[src/rtl/cpu_design_params.sv]
// Shared core parameters and types.
// Register-file sizing used by rename, the ROB and the free list.
package cpu_design_params;

    localparam int NUM_PHYS_REGS = 64;
    localparam int NUM_ARCH_REGS = 32;
    localparam int FL_DEPTH      = NUM_PHYS_REGS - NUM_ARCH_REGS;

    localparam int PREG_W  = $clog2(NUM_PHYS_REGS);
    localparam int PTR_W   = $clog2(FL_DEPTH);
    localparam int COUNT_W = $clog2(FL_DEPTH + 1);

    typedef logic [PREG_W-1:0]  preg_t;
    typedef logic [PTR_W-1:0]   fl_ptr_t;
    typedef logic [COUNT_W-1:0] fl_count_t;

endpackage

[src/rtl/free_list.sv]
// Circular list of free physical-register tags between commit and rename.
// A committed head pointer lets a flush restore the list in one cycle.
module free_list
    import cpu_design_params::*;
(
    input  logic               clk,
    input  logic               rst_n,
    input  logic               alloc_req,
    output logic               alloc_ready,
    output preg_t              alloc_preg,
    input  logic               commit_valid,
    input  logic               commit_writes_rd,
    input  preg_t              commit_p_old,
    input  logic               flush,
    output logic [COUNT_W-1:0] free_count,
    output logic               overflow_err
);

    preg_t     entry_q [FL_DEPTH];
    preg_t     entry_d [FL_DEPTH];
    fl_ptr_t   spec_head_q, spec_head_d;
    fl_ptr_t   arch_head_q, arch_head_d;
    fl_ptr_t   tail_q, tail_d;
    fl_count_t count_q, count_d;
    logic      err_q, err_d;

    logic pop;
    logic push;
    logic illegal;
    logic push_ok;

    assign alloc_ready  = (count_q != '0);
    assign alloc_preg   = entry_q[spec_head_q];
    assign free_count   = count_q;
    assign overflow_err = err_q;

    always_comb begin
        pop     = alloc_req && alloc_ready && !flush;
        push    = commit_valid && commit_writes_rd;
        illegal = push && (count_q == COUNT_W'(FL_DEPTH)) && !pop;
        push_ok = push && !illegal;

        entry_d = entry_q;
        if (push_ok) begin
            entry_d[tail_q] = commit_p_old;
        end

        tail_d      = tail_q + PTR_W'(push_ok);
        arch_head_d = arch_head_q + PTR_W'(push_ok);
        err_d       = err_q | illegal;

        // Recovery rewinds to the committed head, including this cycle's retire.
        if (flush) begin
            spec_head_d = arch_head_d;
            count_d     = COUNT_W'(FL_DEPTH);
        end else begin
            spec_head_d = spec_head_q + PTR_W'(pop);
            count_d     = count_q + COUNT_W'(push_ok) - COUNT_W'(pop);
        end
    end

    always_ff @(posedge clk or negedge rst_n) begin
        if (!rst_n) begin
            for (int i = 0; i < FL_DEPTH; i++) begin
                entry_q[i] <= preg_t'(NUM_ARCH_REGS + i);
            end
            spec_head_q <= '0;
            arch_head_q <= '0;
            tail_q      <= '0;
            count_q     <= COUNT_W'(FL_DEPTH);
            err_q       <= 1'b0;
        end else begin
            entry_q     <= entry_d;
            spec_head_q <= spec_head_d;
            arch_head_q <= arch_head_d;
            tail_q      <= tail_d;
            count_q     <= count_d;
            err_q       <= err_d;
        end
    end

endmodule
[config.mk]
export PLATFORM = sky130hd
export DESIGN_NAME = free_list
export DESIGN_NICKNAME = d
export VERILOG_FILES = /design/src/rtl/cpu_design_params.sv /design/src/rtl/free_list.sv
export SDC_FILE = /design/constraint.sdc
export NUM_CORES = 1
export LEC_CHECK = 0
export CAP_MARGIN = 20
export CORE_UTILIZATION = 49
export DETAILED_ROUTE_END_ITERATION = 10
export DONT_BUFFER_PORTS = 1
export PLACE_DENSITY = 0.66
export SLEW_MARGIN = 15
export SYNTH_ARGS = -nofsm -noshare
export SYNTH_HDL_FRONTEND = slang
export SYNTH_SLANG_ARGS = --single-unit
[constraint.sdc]
create_clock -name clk -period 3.03 [get_ports clk]
set_input_delay 0.303 -clock clk [delete_from_list [all_inputs] [get_ports clk]]
set_output_delay 0.303 -clock clk [all_outputs]
set_load 0.01 [all_outputs]
### Yosys cells after proc, flatten, opt, wreduce, memory -nomap -nowiden

Index checks and enable logic that the tools add are counted.

| word-level totals | value |
|---|---|
| register bits after elaboration | 214 |
| bits of input ports | 12 |
| output and inout bits | 14 |
| logic and storage cells | 68 |

| operators by class | value |
|---|---|
| add/subtract/negate cells | 5 |
| order comparisons | 3 |
| equality and inequality tests | 1 |
| multiplexer cells | 8 |
| bitwise logic cells | 3 |
| reduce and logical (&&, ||, !) cells | 11 |

Operator list:

| kind | count |
|---|---|
| bitwise mux 192 bit | 1 |
| binary-select mux 6 bit (select 5 bit) | 1 |
| demux 6 bit (select 5 bit) | 1 |
| two-way mux 6 bit | 4 |
| adder 5 x 1 -> 5 bit | 3 |
| >= comparator 6 bit, second input constant | 2 |
| NOT 5 -> 6 bit | 2 |
| logical AND 1 bit | 7 |
| adder 6 x 1 -> 6 bit | 1 |
| == test 6 bit, second input constant | 1 |
| less-than comparator 6 x 1 -> 1 bit, second input constant | 1 |
| nonzero test 6 bit | 1 |
| subtractor 6 x 1 -> 6 bit | 1 |
| two-way mux 5 bit | 1 |
| logical NOT 1 bit | 3 |
| bitwise OR 1 bit | 1 |

### Depth between registers and ports, before layout

Gate-level depths: netlist of the first run.

| depth | value |
|---|---|
| depth in word-level cells | 10 |
| mapped depth | 14 |
| mapped depth without buffers | 13 |

### Worst setup path before layout of the first run

No wires, ideal clock.

| timing path | value |
|---|---|
| path kind | register -> register |
| start point | register count_q[5], in the netlist free_count[5] |
| end point | register count_q[4], in the netlist free_count[4] |
| library setup time | 130 ps |
| arrival time | 2,745 ps |
| required time | 2,900 ps |
| setup slack | 154 ps |
| stages on the path, launching flop included | 14 |
| path buffers | 1 |
| clock period less this slack | 2,876 ps |
| cells stage by stage | dfstp_2 inv_1 ha_1 o311ai_0 buf_2 nand3_1 ha_1 inv_1 ha_1 fa_1 a21oi_1 o21bai_1 xnor2_1 nor2_1 |

| on the way | value |
|---|---|
| cells in the longest elaborated chain, start to end | 10 |
| elaborated cells between the ends (all ways) | 12 |
| those cells by class | add/sub (2); eq/ne (1); mux (1); reduce/logical (8) |

RTL lines:

| element | line | source |
|---|---|---|
| from (decl) | free_list.sv:24 | `fl_count_t count_q, count_d;` |
| from (signal assigned) | free_list.sv:70 | `count_q <= COUNT_W'(FL_DEPTH);` |
| from (signal assigned) | free_list.sv:77 | `count_q <= count_d;` |
| nonzero test 6 bit | free_list.sv:32 | `assign alloc_ready = (count_q != '0);` |
| logical AND 1 bit (2 in series) | free_list.sv:38 | `pop = alloc_req && alloc_ready && !flush;` |
| logical NOT 1 bit | free_list.sv:40 | `illegal = push && (count_q == COUNT_W'(FL_DEPTH)) && !pop;` |
| logical AND 1 bit | free_list.sv:40 |  |
| logical NOT 1 bit | free_list.sv:41 | `push_ok = push && !illegal;` |
| logical AND 1 bit | free_list.sv:41 |  |
| adder 6 x 1 -> 6 bit | free_list.sv:58 | `count_d = count_q + COUNT_W'(push_ok) - COUNT_W'(pop);` |
| subtractor 6 x 1 -> 6 bit (*) | free_list.sv:58 |  |
| two-way mux 6 bit (*) | free_list.sv:53 | `if (flush) begin` |
| via count_d[4] | free_list.sv:24 |  |

The timed path passes the listed nets; every way through them passes the cells marked *.
A chain may end at the register's enable or synchronous reset.

### Final worst setup path of the first run

| timing path | value |
|---|---|
| start point | register spec_head_q[0] |
| end point | output port alloc_preg[0] |

| on the way | value |
|---|---|
| cells in the longest elaborated chain, start to end | 4 |

RTL lines:

| element | line | source |
|---|---|---|
| from (decl) | free_list.sv:21 | `fl_ptr_t spec_head_q, spec_head_d;` |
| from (signal assigned) | free_list.sv:74 | `spec_head_q <= spec_head_d;` |
| NOT 5 -> 6 bit (implied by the code) | free_list.sv:33 | `assign alloc_preg = entry_q[spec_head_q];` |
| binary-select mux 6 bit (select 5 bit) | free_list.sv:33 |  |
| two-way mux 6 bit (implied by the code) (2 in series) | free_list.sv:33 |  |
| to (decl) | free_list.sv:10 | `output preg_t alloc_preg,` |

No other way between the ends. The select of a mux whose other input is x is not followed.

==> results of run 1 <==
final cells by class:
class                           instances  area (sq um)
Clock buffer                           39           748
Clock inverter                          5           100
Fill cell                            1660          9130
Inverter                                9          33.8
Multi-Input combinational cell        411          4680
Sequential cell                       214          5500
Tap cell                              275           344
Timing Repair Buffer                   36           410
through the flow:
stage / hold WS (ps) / utilization [%] / power, mW / worst slack, ps
finish: -508 / 56.4 / 11.5 / 65.2
CTS: -525 / 56.4 / 11.6 / 36.3
detailed placement: 14.6 / 51.4 / 8.30 / 223
global route: -538 / 56.4 / 12.1 / 0.737
global placement: 12.7 / 51.4 / 8.15 / 309
floorplan: 7.41 / - / 7.22 / 154
metal layers:
layer	share of wire, %	wire length [um]	track usage [%]
met3	4.4	994	3.62
met4	2.3	515	6.13
met2	50	11300	36.6
met1	43	9800	28.9
met5	0	0	0
cells by family (layout without fill, tap and decap cells):
logic type               count (synthesis)  after routing
multiplexers                           254            254
flip-flops                             214            214
AND/OR/NAND/NOR                         78             78
buffers and inverters                   64             89
AO/OA/AOI/OAI                           51             51
adder cells (fa/ha/maj)                 16             16
XOR/XNOR                                12             12
worst paths after layout:
check                               start        endpoint  cells past startpoint
max                        spec_head_q[0]   alloc_preg[0]                      7
min                                 rst_n    entry_q[133]                      0
max reg2reg                 free_count[5]   free_count[4]                     12
min reg2reg                arch_head_q[4]  arch_head_q[4]                      1
max in group asynchronous           rst_n     entry_q[98]                      0
min in group clk                    flush   free_count[5]                      2
what timing repair did:
item,CTS,global route
cloned,0,0
buffers inserted,5,0
gates resized for setup,1,1
hold endpoints to repair,416,214
endpoints found under the setup margin,6,1
worst register-to-register path: cells and delay by family, from the launching register on:
kind | cells | cell delay, ps
xor gates and xnor gates | 1 | 140
adders and majority gates | 4 | 1130
and+or+nand+nor | 2 | 210
AOI/OAI and AO/OA | 3 | 590
DFF | 1 | 570
buffers and inverters | 2 | 90
report_power, final:
group | total [mW] | leakage, nW | switching (mW) | internal [mW]
clock network | 3.06 | 0.417 | 1.12 | 1.94
logic | 3.79 | 2.09 | 1.68 | 2.12
registers | 4.64 | 2.48 | 0.624 | 4.02
Yosys cell counts, types with 3 or more instances:
cell      number
nand3_1       10
buf_2          9
mux4_2        38
a22o_1         5
o21ai_0        4
a22oi_1        6
a21oi_1        9
clkbuf_1      34
xnor2_1        8
ha_1          15
or4_1          7
a211oi_1      11
nand2_1        7
nor4b_4        7
mux2_2       176
mux2_4        18
buf_4          7
dfrtp_1      101
dfstp_2      113
nand3b_1      10
nor3_2         5
o22ai_1        5
o221ai_1       6
buf_1          3
inv_1          9
nor2_1         7
xor2_1         4
nor2b_1        4
mux2i_1       22
flip-flops by register name, summed over array words and instances (netlist names):
name,flops
overflow_err,1
tail_q,5
arch_head_q,5
spec_head_q,5
free_count,6
entry_q,192
==> results.toml, run 1 <==
[outcome]
status = "complete, but fails checks"
violations = "hold timing"

[yosys]
syn_avg_cell_area_sq_um = 15.2
ys_seq_elements = 214
syn_inst = 689
yosys.area.top_type_share_pct = 28.4
synth_compound_area_share_pct = 3.59
synth-edff-count = 0
netlist-cell-type-count = 51
synth_mux_area_share_pct = 31.8
netlist_area_sq_mm = 0.0105
yosys.area_share.simple_pct = 6.33
ys_top_cells_by_area = "dfstp_2 28%, dfrtp_1 24%, mux2_2 19%"
yosysSeqAreaShare_pct = 52.5
synth_fa_ha_area_share_pct = 1.98
synth_ff_type = "dfstp_2"
yosys.area.top_type = "dfstp_2"
synth_top_family_by_area = "multiplexers"
yosysWarningCount = 0
syn_nets = 717
synth-xor-area-share_pct = 1.00
async_flop_share_pct = 100

[finish]
fin_cells = 989
fin_nets = 724
final_cell_mix = "176 x mux2_2, 113 x dfstp_2, 99 x dfrtp_1, 38 x mux4_2, 25 x clkbuf_16"
area_delta_synth_final_pct = 12.9
layout-drive-gt1-share_pct = 61.8
final_area_sq_mm = 0.0118
final_common_cell = "mux2_2"
n_antenna_cell = 0

[worst_setup_path]
crit_top_cell = "buf_4"
cp_slowest_cell = "dfrtp_4"
criticalPathCategory = "flip-flop to output pin"
start_kind = "flip-flop"
timing.critical_path.cells = "buf_12, buf_4, mux4_2, a22o_1, a211oi_1, a21oi_1, buf_4"
regToRegSetupSlack_ps = 180
path_buf_inv = 3
cp.arrival_ps = 2660
crit_family = "compound AO/OA/AOI/OAI gates"
cp-end-kind = "output pin"
path_max_fanout = 11
max_stage_delay_ps = 510
worstPathRequired_ps = 2730

[sta]
finalCritPeriodShare_pct = 97.8
grt_setup_unrepaired = "no"
hold_slack_ps = -508
skew_ps = 8.64
setup_viol = 0
report.final.slew_viol_count = 0
maxSlewHeadroom_pct = 55.8
finalHoldViolCount = 214
max_clock_freq_mhz = 337
tightest_slew_ps = 663
period_needed_ps = 2960
fin_setup_tns_ps = 0

[power]
power.leakage_nw = 4.99
power_per_cell_area_mw_per_mm2 = 972
irDropWorstVdd_mv = 0.399

[global_route]
first_global_vias = 6401
grt_remaining_overflow = 0
grt_max_degree = 215
grt_first_pass_wirelength_um = 36600
grt_usage_pct = 21.7
grt_antenna_before_repair = 0

[routing]
via_count = 5913
drtAntennaViolNets = 0
wl_per_cell_um = 22.9
viasPerCell = 5.98
drtIter0Drc = 395
remaining_drc_errors = 0
firstDrtPassIters = 5
totalWireLength_um = 22700

[place]
place.detailed.hpwl_um = 14600
postPlaceCellArea_sq_mm = 0.0108
numPortBuffers = 0
gp_congestion = 0.834
dp_cells = 933

[cts]
clkSinkCount = 214
cts_buffer_depth = 3
htree_levels = 1
clkSlewWorstSetupHoldPaths_ps = 60
numCtsBuffers = 24
root_buffer = "clkbuf_16"
cts_hold_buffers = 7
cts_tree = "yes"
clk-insertion-delay-late_ps = 500

[die]
die_height_um = 148
initial_core_util_pct = 50.0
die_area_sq_mm = 0.0220
core-area_sq_mm = 0.0210
ios = 26
rows = 53
die_w_um = 148

[run]
maxCapViolCount = 0

[min_path]
worst_hold_path_type = "input pin to asynchronous set/reset pin"
(Power assumes the default switching activity.)
==> run 2: changes to the inputs <==
GPL_ROUTABILITY_DRIVEN = 0   (was not set)
==> results of run 2 <==
The final DEF is identical to that of run 1; final timing and power are the same.
==> run 3: changes to the inputs <==
CAP_MARGIN = 10   (was 20)
CORE_UTILIZATION = 35   (was 49)
PLACE_DENSITY = not set   (was 0.66)
==> results.toml, run 3 (synthesized netlist as in run 1, its figures left out) <==
[routing]
drtIter0Drc = 312
remaining_drc_errors = 0
drtAntennaViolNets = 0
via_count = 5797
viasPerCell = 5.29
totalWireLength_um = 23400
firstDrtPassIters = 4
wl_per_cell_um = 21.4

[outcome]
status = "complete, but fails checks"
violations = "hold timing"

[die]
die_area_sq_mm = 0.0306
core-area_sq_mm = 0.0291
die_height_um = 175
ios = 26
die_w_um = 175
initial_core_util_pct = 36.0
rows = 62

[sta]
setup_viol = 0
tightest_slew_ps = 632
setup_slack_ps = 80.5
hold_slack_ps = -501
maxSlewHeadroom_pct = 57.6
finalHoldViolCount = 214
grt_setup_unrepaired = "no"
skew_ps = 22.8
period_needed_ps = 2950
fin_setup_tns_ps = 0
max_clock_freq_mhz = 339
report.final.slew_viol_count = 0
finalCritPeriodShare_pct = 97.3

[worst_setup_path]
start_kind = "flip-flop"
worstPathRequired_ps = 2730
reg2reg_from = "free_count[5]"
path_max_fanout = 10
criticalPathCategory = "flip-flop to output pin"
rr_worst_depth = 12
cp.arrival_ps = 2650
regToRegSetupSlack_ps = 210
cp-end-kind = "output pin"
timing.rr.end = "free_count[4]"

[finish]
final_common_cell = "mux2_2"
final_core_util_pct = 40.8
n_fill_cell = 2621
regArea_sq_mm = 0.00550
layout-drive-gt1-share_pct = 61.7
final_area_sq_mm = 0.0119
fin_cells = 1095
regMostFlops = "entry_q"
largest_register_ffs = 192
area_delta_synth_final_pct = 13.4
fin_nets = 721
final_cell_mix = "176 x mux2_2, 113 x dfstp_2, 100 x dfrtp_1, 38 x mux4_2, 25 x clkbuf_16"
n_antenna_cell = 0
multi_input_area_sq_mm = 0.00470

[place]
postPlaceCellArea_sq_mm = 0.0109
place_ws_ps = 232
dp_cells = 1041
place.detailed.hpwl_um = 15500
numPortBuffers = 0

[run]
maxCapViolCount = 0

[power]
p_total_mw = 11.3
irDropWorstVdd_mv = 0.444
power.leakage_nw = 4.94
power_per_cell_area_mw_per_mm2 = 950

[global_route]
grt_antenna_before_repair = 0
first_global_vias = 6553
grt_max_degree = 215
grt_first_pass_wirelength_um = 37800
grt_usage_pct = 15.8
grt_remaining_overflow = 0

[cts]
clkSinkCount = 214
numCtsBuffers = 24
cts_tree = "yes"
cts_buffer_depth = 3
clkSlewWorstSetupHoldPaths_ps = 60
clk-insertion-delay-late_ps = 520
cts_hold_buffers = 7
root_buffer = "clkbuf_16"
htree_levels = 1

[min_path]
worst_hold_path_type = "input pin to asynchronous set/reset pin"
run 3: cell types whose count changed in the layout (fill, tap and decap cells not counted), moves of 2 or more:
cell / before / now
buf_12: 11 / 7
clkinvlp_4: 0 / 2
bufinv_16: 3 / 1
buf_4: 24 / 22
buf_6: 0 / 3
run 3: worst max path at each step:
| stage | start | to | slack, ps | cells after the start |
|---|---|---|---|---|
| 2_1_floorplan | free_count[5] | free_count[4] | 150 | 13 |
| 3_3_place_gp | free_count[5] | free_count[4] | 360 | 12 |
| 3_5_place_dp | free_count[5] | free_count[4] | 230 | 12 |
| 4_1_cts | spec_head_q[0] | alloc_preg[3] | 20 | 6 |
| 5_1_grt | spec_head_q[0] | alloc_preg[3] | 3 | 6 |
| 6_report | spec_head_q[0] | alloc_preg[3] | 80 | 6 |
run 3: final cells by class:
type / instances / area share (%)
Sequential cell: 214 / 46.3
Multi-Input combinational cell: 411 / 39.6
Clock buffer: 40 / 6.42
Tap cell: 384 / 4.05
Timing Repair Buffer: 33 / 2.94
Clock inverter: 4 / 0.422
Inverter: 9 / 0.285
run 3: where the power goes:
| part | switching (mW) | leakage (nW) | total (mW) | internal (mW) |
|---|---|---|---|---|
| combinational | 1.68 | 2.06 | 3.72 | 2.04 |
| clock | 1.13 | 0.392 | 2.92 | 1.79 |
| sequential | 0.628 | 2.48 | 4.65 | 4.02 |
run 3: layer usage:
layer | vias to the layer above | GRT usage (%) | wire length, um
met5 | - | 0 | 0
met2 | 83 | 27.5 | 11900
li1 | 2588 | - | -
met1 | 3093 | 20.7 | 10200
met4 | 0 | 4.06 | 440
met3 | 33 | 1.98 | 822
run 3: critical path: stages, from the launching register on:
cell	delay, ps
dfrtp_4	550
buf_6	200
mux4_2	560
a22o_1	240
a211oi_1	290
a21oi_1	120
buf_4	170
run 3: timing repair:
| item | CTS | global route |
|---|---|---|
| cloned | 0 | 0 |
| setup endpoints to repair | 2 | 5 |
| endpoints found under the hold margin | 416 | 214 |
| buffers inserted | 3 | 0 |
| resized for setup | 1 | 4 |
